==> src/rtl/fetch_unit_pkg.sv <==
// Shared definitions for the instruction-fetch stage: FSM encoding, opcode field
// position and default parameter values.
package fetch_unit_pkg;

    typedef enum logic [1:0] {
        ST_VEC      = 2'd0,
        ST_VEC_WAIT = 2'd1,
        ST_OP       = 2'd2,
        ST_IMM      = 2'd3
    } fetch_state_t;

    localparam logic [3:0] LONG_OP_DEFAULT      = 4'hC;
    localparam logic [7:0] RST_VEC_ADDR_DEFAULT = 8'd0;

    // opcode field of the first instruction byte
    localparam int OP_MSB = 7;
    localparam int OP_LSB = 4;

endpackage

==> src/rtl/fetch_unit.sv <==
// Instruction fetch: loads the start PC from the reset-vector byte, then streams
// 1- or 2-byte instructions to decode with stall replay and branch redirect.
module fetch_unit
    import fetch_unit_pkg::*;
#(
    parameter int               ADDR_W       = 8,
    parameter int               DATA_W       = 8,
    parameter logic [ADDR_W-1:0] RST_VEC_ADDR = ADDR_W'(RST_VEC_ADDR_DEFAULT),
    parameter logic [3:0]       LONG_OP      = LONG_OP_DEFAULT
) (
    input  logic              clk,
    input  logic              rst_n,
    output logic [ADDR_W-1:0] I_addr,
    input  logic [DATA_W-1:0] I_data,
    input  logic              stall,
    input  logic              redirect,
    input  logic [ADDR_W-1:0] redirect_pc,
    output logic              if_valid,
    output logic [DATA_W-1:0] if_instr,
    output logic [DATA_W-1:0] if_imm,
    output logic [ADDR_W-1:0] if_pc
);

    fetch_state_t      state_reg, state_next;
    logic [ADDR_W-1:0] pc_reg, pc_next;
    logic              req_v_reg, req_v_next;
    logic [ADDR_W-1:0] req_pc_reg, req_pc_next;
    logic [DATA_W-1:0] op_hold_reg, op_hold_next;
    logic [ADDR_W-1:0] op_pc_reg, op_pc_next;
    logic              if_valid_reg, if_valid_next;
    logic [DATA_W-1:0] if_instr_reg, if_instr_next;
    logic [DATA_W-1:0] if_imm_reg, if_imm_next;
    logic [ADDR_W-1:0] if_pc_reg, if_pc_next;

    always_ff @(posedge clk or negedge rst_n) begin
        if (!rst_n) begin
            state_reg    <= ST_VEC;
            pc_reg       <= '0;
            req_v_reg    <= 1'b0;
            req_pc_reg   <= '0;
            op_hold_reg  <= '0;
            op_pc_reg    <= '0;
            if_valid_reg <= 1'b0;
            if_instr_reg <= '0;
            if_imm_reg   <= '0;
            if_pc_reg    <= '0;
        end else begin
            state_reg    <= state_next;
            pc_reg       <= pc_next;
            req_v_reg    <= req_v_next;
            req_pc_reg   <= req_pc_next;
            op_hold_reg  <= op_hold_next;
            op_pc_reg    <= op_pc_next;
            if_valid_reg <= if_valid_next;
            if_instr_reg <= if_instr_next;
            if_imm_reg   <= if_imm_next;
            if_pc_reg    <= if_pc_next;
        end
    end

    always_comb begin
        state_next    = state_reg;
        pc_next       = pc_reg;
        req_v_next    = req_v_reg;
        req_pc_next   = req_pc_reg;
        op_hold_next  = op_hold_reg;
        op_pc_next    = op_pc_reg;
        if_valid_next = if_valid_reg;
        if_instr_next = if_instr_reg;
        if_imm_next   = if_imm_reg;
        if_pc_next    = if_pc_reg;
        I_addr        = pc_reg;

        case (state_reg)
            ST_VEC: begin
                I_addr     = RST_VEC_ADDR;
                state_next = ST_VEC_WAIT;
            end
            ST_VEC_WAIT: begin
                I_addr     = RST_VEC_ADDR;
                pc_next    = I_data[ADDR_W-1:0];
                state_next = ST_OP;
            end
            ST_OP, ST_IMM: begin
                if (redirect) begin
                    pc_next       = redirect_pc;
                    req_v_next    = 1'b0;
                    if_valid_next = 1'b0;
                    state_next    = ST_OP;
                end else if (stall && if_valid_reg) begin
                    // drop the in-flight byte and refetch it once decode frees up
                    if (req_v_reg)
                        pc_next = req_pc_reg;
                    req_v_next = 1'b0;
                end else begin
                    pc_next     = pc_reg + 1'b1;
                    req_v_next  = 1'b1;
                    req_pc_next = pc_reg;
                    if (!req_v_reg) begin
                        if_valid_next = 1'b0;
                    end else if (state_reg == ST_IMM) begin
                        if_instr_next = op_hold_reg;
                        if_imm_next   = I_data;
                        if_pc_next    = op_pc_reg;
                        if_valid_next = 1'b1;
                        state_next    = ST_OP;
                    end else if (I_data[OP_MSB:OP_LSB] == LONG_OP) begin
                        op_hold_next  = I_data;
                        op_pc_next    = req_pc_reg;
                        if_valid_next = 1'b0;
                        state_next    = ST_IMM;
                    end else begin
                        if_instr_next = I_data;
                        if_imm_next   = '0;
                        if_pc_next    = req_pc_reg;
                        if_valid_next = 1'b1;
                    end
                end
            end
            default: state_next = ST_VEC;
        endcase
    end

    assign if_valid = if_valid_reg;
    assign if_instr = if_instr_reg;
    assign if_imm   = if_imm_reg;
    assign if_pc    = if_pc_reg;

endmodule

==> config.mk <==
export PLATFORM = sky130hd
export DESIGN_NAME = fetch_unit
export DESIGN_NICKNAME = d
export VERILOG_FILES = /design/src/rtl/fetch_unit_pkg.sv /design/src/rtl/fetch_unit.sv
export SDC_FILE = /design/constraint.sdc
export NUM_CORES = 1
export LEC_CHECK = 0
export BUFFER_PORTS_ARGS = -buffer_cell sky130_fd_sc_hd__buf_2
export CORE_UTILIZATION = 58
export CTS_BUF_LIST = sky130_fd_sc_hd__clkbuf_8
export CTS_CLUSTER_SIZE = 12
export DETAILED_ROUTE_END_ITERATION = 16
export HOLD_SLACK_MARGIN = 0.12
export PLACE_DENSITY = 0.91
export SLEW_MARGIN = 30
export SYNTH_ARGS = -nofsm -noshare
export SYNTH_HDL_FRONTEND = slang
export SYNTH_SLANG_ARGS = --single-unit
==> constraint.sdc <==
create_clock -name clk -period 2.65 [get_ports clk]
set_clock_uncertainty 0.2 [all_clocks]
set_input_delay 0.1325 -clock clk [delete_from_list [all_inputs] [get_ports clk]]
set_output_delay 0.1325 -clock clk [all_outputs]
set_load 0.03 [all_outputs]
==> out/summary.md, run 1 <==
## Synth
* **dominant cell by count in the synthesized netlist** sky130_fd_sc_hd__dfrtp_1
* **Mean Syn Cell Area** 11.7 sq um
* **proportion of synthesized chip area in sequential cells** 50.4%
* **xor and xnor area share after synthesis** 0%
* **top-area cell type share of the netlist area** 50.4%
* **Yosys Warn Count** 0
* **commonest register cell after synthesis** sky130_fd_sc_hd__dfrtp_1
* **instance count of the mapped netlist** 254
* **most frequent cells after synthesis** sky130_fd_sc_hd__dfrtp_1, sky130_fd_sc_hd__mux2_2, sky130_fd_sc_hd__nand2_1, sky130_fd_sc_hd__mux2_4, sky130_fd_sc_hd__nor2_1
* **Syn Std Cell Area** 2980 sq um
* **adder-cell share of the synthesized area** 0.420%
* **area fraction in compound gates after synthesis** 11.8%
* **share of synthesized cell area in and, or, nand and nor gates** 13.8%
* **fraction of registers with async set or reset after synthesis** 100%
* **post-synthesis cell type with the largest combined area** sky130_fd_sc_hd__dfrtp_1
* **EDFF count, synth** 0
* **post-synthesis register bit count** 60
* **Syn Nets** 275
* **leading post-synthesis cells by cell area** sky130_fd_sc_hd__dfrtp_1, sky130_fd_sc_hd__mux2_2, sky130_fd_sc_hd__mux2_4
* **Yosys cell types** 48
* **mux contribution to synthesized area** 19.2%
* **dominant combinational cell family by area after synthesis** multiplexers

## Clock network
* **TritonCTS Buffers** 9
* **depth of the CTS H-tree** 3
* **Clock Sinks** 60
* **Setup Fix Bufs, Post-CTS** 0
* **worst-skew pair later-pin latency** 350 ps
* **CTS Root Buffer Type** sky130_fd_sc_hd__clkbuf_8
* **clock transition at the register clock pins on the worst setup and hold paths after CTS** 70 ps
* **clk buf depth** 2
* **clock tree from TritonCTS** done

## Setup path
* **required time of the critical path** 2680 ps
* **number of cells on the worst reg-to-reg path** 5
* **critical register-to-register path startpoint** if_valid
* **destination of the worst register-to-register timing path** pc_reg[1]
* **WP data arrival** 2330 ps
* **Worst Path Class, Setup** input pin to register
* **internal reg-to-reg setup slack** 380 ps
* **endpoint type of the worst setup path** register
* **Worst Setup Start Kind** input pin
* **worst-path fanout max** 11

## Routing
* **per-cell via count in the routed design** 5.90
* **total number of vias** 2,342
* **Post-route DRC** 0
* **average wire length per cell after detail routing** 18.1 microns
* **number of DRC markers after the initial detailed-route iteration** 233
* **number of search-and-repair iterations in the first detailed-routing pass** 5
* **DRT antenna net count** 0
* **DRT Wirelength** 7200 microns

## Floorplanning
* **die span in y** 73.7 microns
* **floorplan die area** 5430 sq um
* **area of the core region** 4850 sq um
* **width of the die** 73.7 microns
* **starting density of the core** 61.5%
* **FP Rows** 25
* **ports placed on the boundary** 53

## Timing
* **shortest clock period the worst path allows after layout** 2300 ps
* **count of endpoints failing setup in the final report** 0
* **final worst-path setup slack** 350 ps
* **remaining max-slew budget at the tightest pin** 51.7%
* **Hold Vio Cnt, Final** 0
* **sum of negative setup slack** 0 ps
* **setup repair after global routing missed its margin** no
* **share of the cycle needed by the critical path after routing** 86.8%
* **max-slew violation count** 0
* **FMAX** 435 MHz
* **Worst Max-Slew Pin Slew** 720 ps
* **Worst Hold Margin** 152 ps

## Global routing
* **wire length of the first global-routing pass** 11,300 microns
* **overall fraction of global-route tracks in use** 29.0%
* **antenna violations before repair** 0
* **Remaining Overflow, GRT** 0
* **vias in the first global route** 2,218
* **pin count of the biggest net entering global routing** 47

## Finish
* **fillers** 318
* **post-route insts no fill** 397
* **antenna diode count** 0
* **Nets** 346
* **share of post-route cells with drive strength above 1** 38.5%
* **Sequential cell area** 1500 sq um
* **post-layout utilization of the core** 75.3%
* **area of the multi-input gates** 1350 sq um
* **final design area excluding fillers** 3650 sq um
* **area overhead of the layout relative to synthesis** 22.4%

## Flow run
* **# Max-Cap Violations** 0

## Power and ir drop
* **total power** 2.70 mW
* **ratio of total power to cell area** 740 nW/um^2
* **leakage dissipation** 1.77 nW
* **Peak VDD IR** 603 uV

## Hold path
* **worst hold path cell count** 3
* **worst-case hold path end point** pc_reg[5]
* **path type of the worst min-delay path** input pin to register
* **Worst Hold Launch** redirect_pc[5]

## Placement
* **routability-driven placement congestion ratio** 0.891
* **count of placed standard cells including taps** 362
* **DP Wirelength** 4880 microns
* **Post-Place Setup Slack** 466 ps
* **placed inst area** 3260 sq um
* **count of port buffers added during placement** 52

## Outcome
* **result of the run** complete, no violations

==> how the worst max path moves through the flow <==
| stage | start | endpoint |
|---|---|---|
| after floorplan | if_valid | if_instr[2] |
| after global placement | if_valid | if_pc[3] |
| after detailed placement | if_valid | if_pc[5] |
| after CTS | if_valid | pc_reg[1] |
| after global routing | stall | pc_reg[1] |
| final | stall | pc_reg[1] |
==> area by class of cell <==
class	count	share of cell area, %
Clock inverter	7	2.06
Sequential cell	60	41.1
Inverter	5	0.514
Multi-Input combinational cell	172	37.0
Timing Repair Buffer	77	13.6
Tap cell	67	2.30
Clock buffer	9	3.39
==> repair_timing <==
action                    CTS  global route
gates resized for setup     0             0
hold buffers               19             0
hold endpoints to repair   96             0
==> logic make-up (layout without fill, tap and decap cells) <==
kind of cell	after synthesis	in the layout
compound gates	48	48
buf+inv	22	98
fa+ha+maj	1	1
simple gates	77	77
flops	60	60
mux	46	46
==> cell usage in the layout, fill, tap and decap left out, types with 4 or more instances in the layout <==
cell and n:
sky130_fd_sc_hd__dfrtp_1 60, sky130_fd_sc_hd__buf_2 52, sky130_fd_sc_hd__nand2_1 30, sky130_fd_sc_hd__mux2_2 30, sky130_fd_sc_hd__dlygate4sd3_1 19, sky130_fd_sc_hd__mux2_4 15
sky130_fd_sc_hd__nor2_1 11, sky130_fd_sc_hd__o21ai_0 10, sky130_fd_sc_hd__clkbuf_8 9, sky130_fd_sc_hd__a21oi_1 8, sky130_fd_sc_hd__a22o_1 8, sky130_fd_sc_hd__and2_1 7
sky130_fd_sc_hd__buf_4 6, sky130_fd_sc_hd__inv_1 5, sky130_fd_sc_hd__nor3b_1 4
==> power breakdown <==
part	internal (mW)	switching, mW	total, mW
logic	0.294	0.381	0.675
registers	1.07	0.132	1.20
clock network	0.436	0.387	0.823
==> routing by layer <==
metal	GRT usage, %	vias up	share of wire, %
met4	12.4	0	1.5
li1	-	1061	-
met3	6.86	10	6.7
met1	37.7	1167	42
met5	0	-	0
met2	46.3	104	50
==> worst max-delay path: stages <==
cell	delay [ps]
sky130_fd_sc_hd__dlygate4sd3_1	560
sky130_fd_sc_hd__buf_2	170
sky130_fd_sc_hd__nand2_1	320
sky130_fd_sc_hd__mux2_2	390
sky130_fd_sc_hd__o211ai_1	140
sky130_fd_sc_hd__dlygate4sd3_1	570
sky130_fd_sc_hd__a21oi_1	60
Note: power is estimated with default switching activity, not from simulation.
==> run 2: changes to the inputs <==
- RECOVER_POWER: default -> 100
- SETUP_SLACK_MARGIN: default -> 0.1
==> out/summary.md, run 2 (synthesized netlist as in run 1, its figures left out) <==
## Finish
* **share of post-route cells with drive strength above 1** 23.9%, was 38.5%
* **antenna diode count** 0, unchanged
* **commonest cells after routing, fill and taps aside** sky130_fd_sc_hd__dfrtp_1, sky130_fd_sc_hd__clkbuf_1, sky130_fd_sc_hd__nand2_1, sky130_fd_sc_hd__mux2_2, sky130_fd_sc_hd__dlygate4sd3_1, was sky130_fd_sc_hd__dfrtp_1, sky130_fd_sc_hd__buf_2, sky130_fd_sc_hd__nand2_1, sky130_fd_sc_hd__mux2_2, sky130_fd_sc_hd__dlygate4sd3_1
* **area overhead of the layout relative to synthesis** 19.1%, was 22.4%
* **most common cell after layout, fill and taps aside** sky130_fd_sc_hd__dfrtp_1, unchanged
* **Nets** 346, unchanged
* **post-layout utilization of the core** 73.2%, was 75.3%
* **post-route insts no fill** 397, unchanged

## Routing
* **number of DRC markers after the initial detailed-route iteration** 305, was 233
* **average wire length per cell after detail routing** 18.1 microns, about the same
* **DRT Wirelength** 7190 microns, was 7200 microns
* **DRT antenna net count** 0, unchanged
* **Post-route DRC** 0, unchanged
* **total number of vias** 2,333, was 2,342
* **per-cell via count in the routed design** 5.88, was 5.90
* **number of search-and-repair iterations in the first detailed-routing pass** 7, was 5

## Global routing
* **antenna violations before repair** 0, unchanged
* **vias in the first global route** 2,218, unchanged
* **pin count of the biggest net entering global routing** 47, unchanged
* **Remaining Overflow, GRT** 0, unchanged
* **overall fraction of global-route tracks in use** 29.0%, unchanged
* **wire length of the first global-routing pass** 11,300 microns, unchanged

## Floorplanning
* **starting density of the core** 61.5%, unchanged
* **die span in y** 73.7 microns, unchanged
* **width of the die** 73.7 microns, unchanged
* **floorplan die area** 5430 sq um, unchanged
* **ports placed on the boundary** 53, unchanged
* **area of the core region** 4850 sq um, unchanged
* **FP Rows** 25, unchanged

## Clock network
* **CTS Root Buffer Type** sky130_fd_sc_hd__clkbuf_8, unchanged
* **Setup Fix Bufs, Post-CTS** 0, unchanged
* **clock transition at the register clock pins on the worst setup and hold paths after CTS** 70 ps, about the same
* **depth of the CTS H-tree** 3, unchanged
* **TritonCTS Buffers** 9, unchanged
* **clk buf depth** 2, unchanged
* **clock tree from TritonCTS** done, unchanged
* **Clock Sinks** 60, unchanged
* **number of resized instances in the post-cts repair step** 0, unchanged
* **cts hold-fix bufs** 19, unchanged
* **worst-skew pair later-pin latency** 350 ps, about the same

## Timing
* **max-slew violation count** 0, unchanged
* **count of endpoints failing setup in the final report** 0, unchanged
* **Worst Hold Margin** 153 ps, was 152 ps
* **final worst-path setup slack** 335 ps, was 350 ps
* **Hold Vio Cnt, Final** 0, unchanged
* **remaining max-slew budget at the tightest pin** 25.9%, was 51.7%
* **setup repair after global routing missed its margin** no, unchanged
* **share of the cycle needed by the critical path after routing** 87.4%, was 86.8%
* **shortest clock period the worst path allows after layout** 2310 ps, was 2300 ps
* **FMAX** 432 MHz, was 435 MHz
* **sum of negative setup slack** 0 ps, unchanged
* **Worst Max-Slew Pin Slew** 1110 ps, was 720 ps

## Hold path
* **path type of the worst min-delay path** input pin to register, unchanged

## Setup path
* **destination of the worst register-to-register timing path** pc_reg[1], unchanged
* **number of stages on the worst setup path** 7, unchanged
* **internal reg-to-reg setup slack** 380 ps, about the same
* **critical register-to-register path startpoint** if_valid, unchanged
* **Critical Path Sink** pc_reg[1], unchanged
* **number of cells on the worst reg-to-reg path** 5, unchanged
* **critical path launch point** stall, unchanged
* **ordered cell list for the critical path** dlygate4sd3_1 > clkbuf_1 > nand2_1 > mux2_2 > o211ai_1 > dlygate4sd3_1 > a21oi_1, was dlygate4sd3_1 > buf_2 > nand2_1 > mux2_2 > o211ai_1 > dlygate4sd3_1 > a21oi_1
* **Worst path max stage delay** 570 ps, about the same
* **Worst Setup Start Kind** input pin, unchanged
* **top cell family by delay on the critical path** buffers and inverters, unchanged
* **count of buffer and inverter cells on the critical path** 3, unchanged
* **most frequent CP cell** sky130_fd_sc_hd__dlygate4sd3_1, unchanged
* **worst-path fanout max** 11, unchanged
* **Worst Path Class, Setup** input pin to register, unchanged
* **required time of the critical path** 2680 ps, about the same
* **WP data arrival** 2350 ps, was 2330 ps
* **endpoint type of the worst setup path** register, unchanged
* **highest-delay cell along the critical path** sky130_fd_sc_hd__dlygate4sd3_1, unchanged

## Power and ir drop
* **ratio of total power to cell area** 742 nW/um^2, was 740 nW/um^2
* **leakage dissipation** 1.63 nW, was 1.77 nW
* **Peak VDD IR** 580 uV, was 603 uV

## Placement
* **DP Wirelength** 4880 microns, unchanged
* **count of port buffers added during placement** 52, unchanged
* **routability-driven placement congestion ratio** 0.891, unchanged
* **Post-Place Setup Slack** 466 ps, unchanged
* **count of placed standard cells including taps** 362, unchanged

## Outcome
* **result of the run** complete, no violations, unchanged

## Flow run
* **# Max-Cap Violations** 0, unchanged

==> run 2: cell types whose count changed in the layout (fill, tap and decap cells not counted), sizes merged <==
cell / previous run / this run
clkbuf: 9 / 45
buf: 58 / 22
==> run 2: worst min-delay path by stage <==
stage,to,cells after the start,start,slack (ps)
2_1_floorplan,if_imm[0],0,rst_n,-360
3_3_place_gp,if_instr[4],1,rst_n,-150
3_5_place_dp,if_instr[4],1,rst_n,-160
4_1_cts,pc_reg[5],3,redirect_pc[5],130
5_1_grt,pc_reg[7],5,redirect_pc[7],200
6_report,pc_reg[5],3,redirect_pc[5],150
==> run 2: area by class of cell <==
class	count	area (sq um)
fillers	361	1300
clock inverters	7	75.1
multi-input cells	172	1300
inverters	5	18.8
repair buffers	77	448
flip-flops and latches	60	1500
well taps	67	83.8
clock buffers	9	124
==> run 2: per-layer routing <==
layer	GRT usage [%]	up-vias	share of wire, %
met4	12.4	0	2.5
met5	0	-	0
met1	37.7	1144	41
met3	6.86	20	6.8
met2	46.3	114	50
li1	-	1055	-
==> run 2: metrics by stage <==
stage                     power [mW]  cell area (sq um)
after floorplan                 1.64               2980
after global placement          1.83               3260
after detailed placement        1.86               3260
after CTS                       2.71               3650
after global routing            2.74               3550
final                           2.63               3550
==> run 2: tightest hold or removal path, cell delays in order <==
cell and delay, ps:
sky130_fd_sc_hd__buf_2 90, sky130_fd_sc_hd__a221oi_1 100, sky130_fd_sc_hd__o311ai_0 340
==> run 2: power breakdown <==
| group | switching [mW] | leakage [nW] | internal (mW) | total [mW] |
|---|---|---|---|---|
| clock network | 0.388 | 0.0918 | 0.436 | 0.824 |
| registers | 0.131 | 0.758 | 1.07 | 1.20 |
| logic | 0.379 | 0.776 | 0.229 | 0.607 |
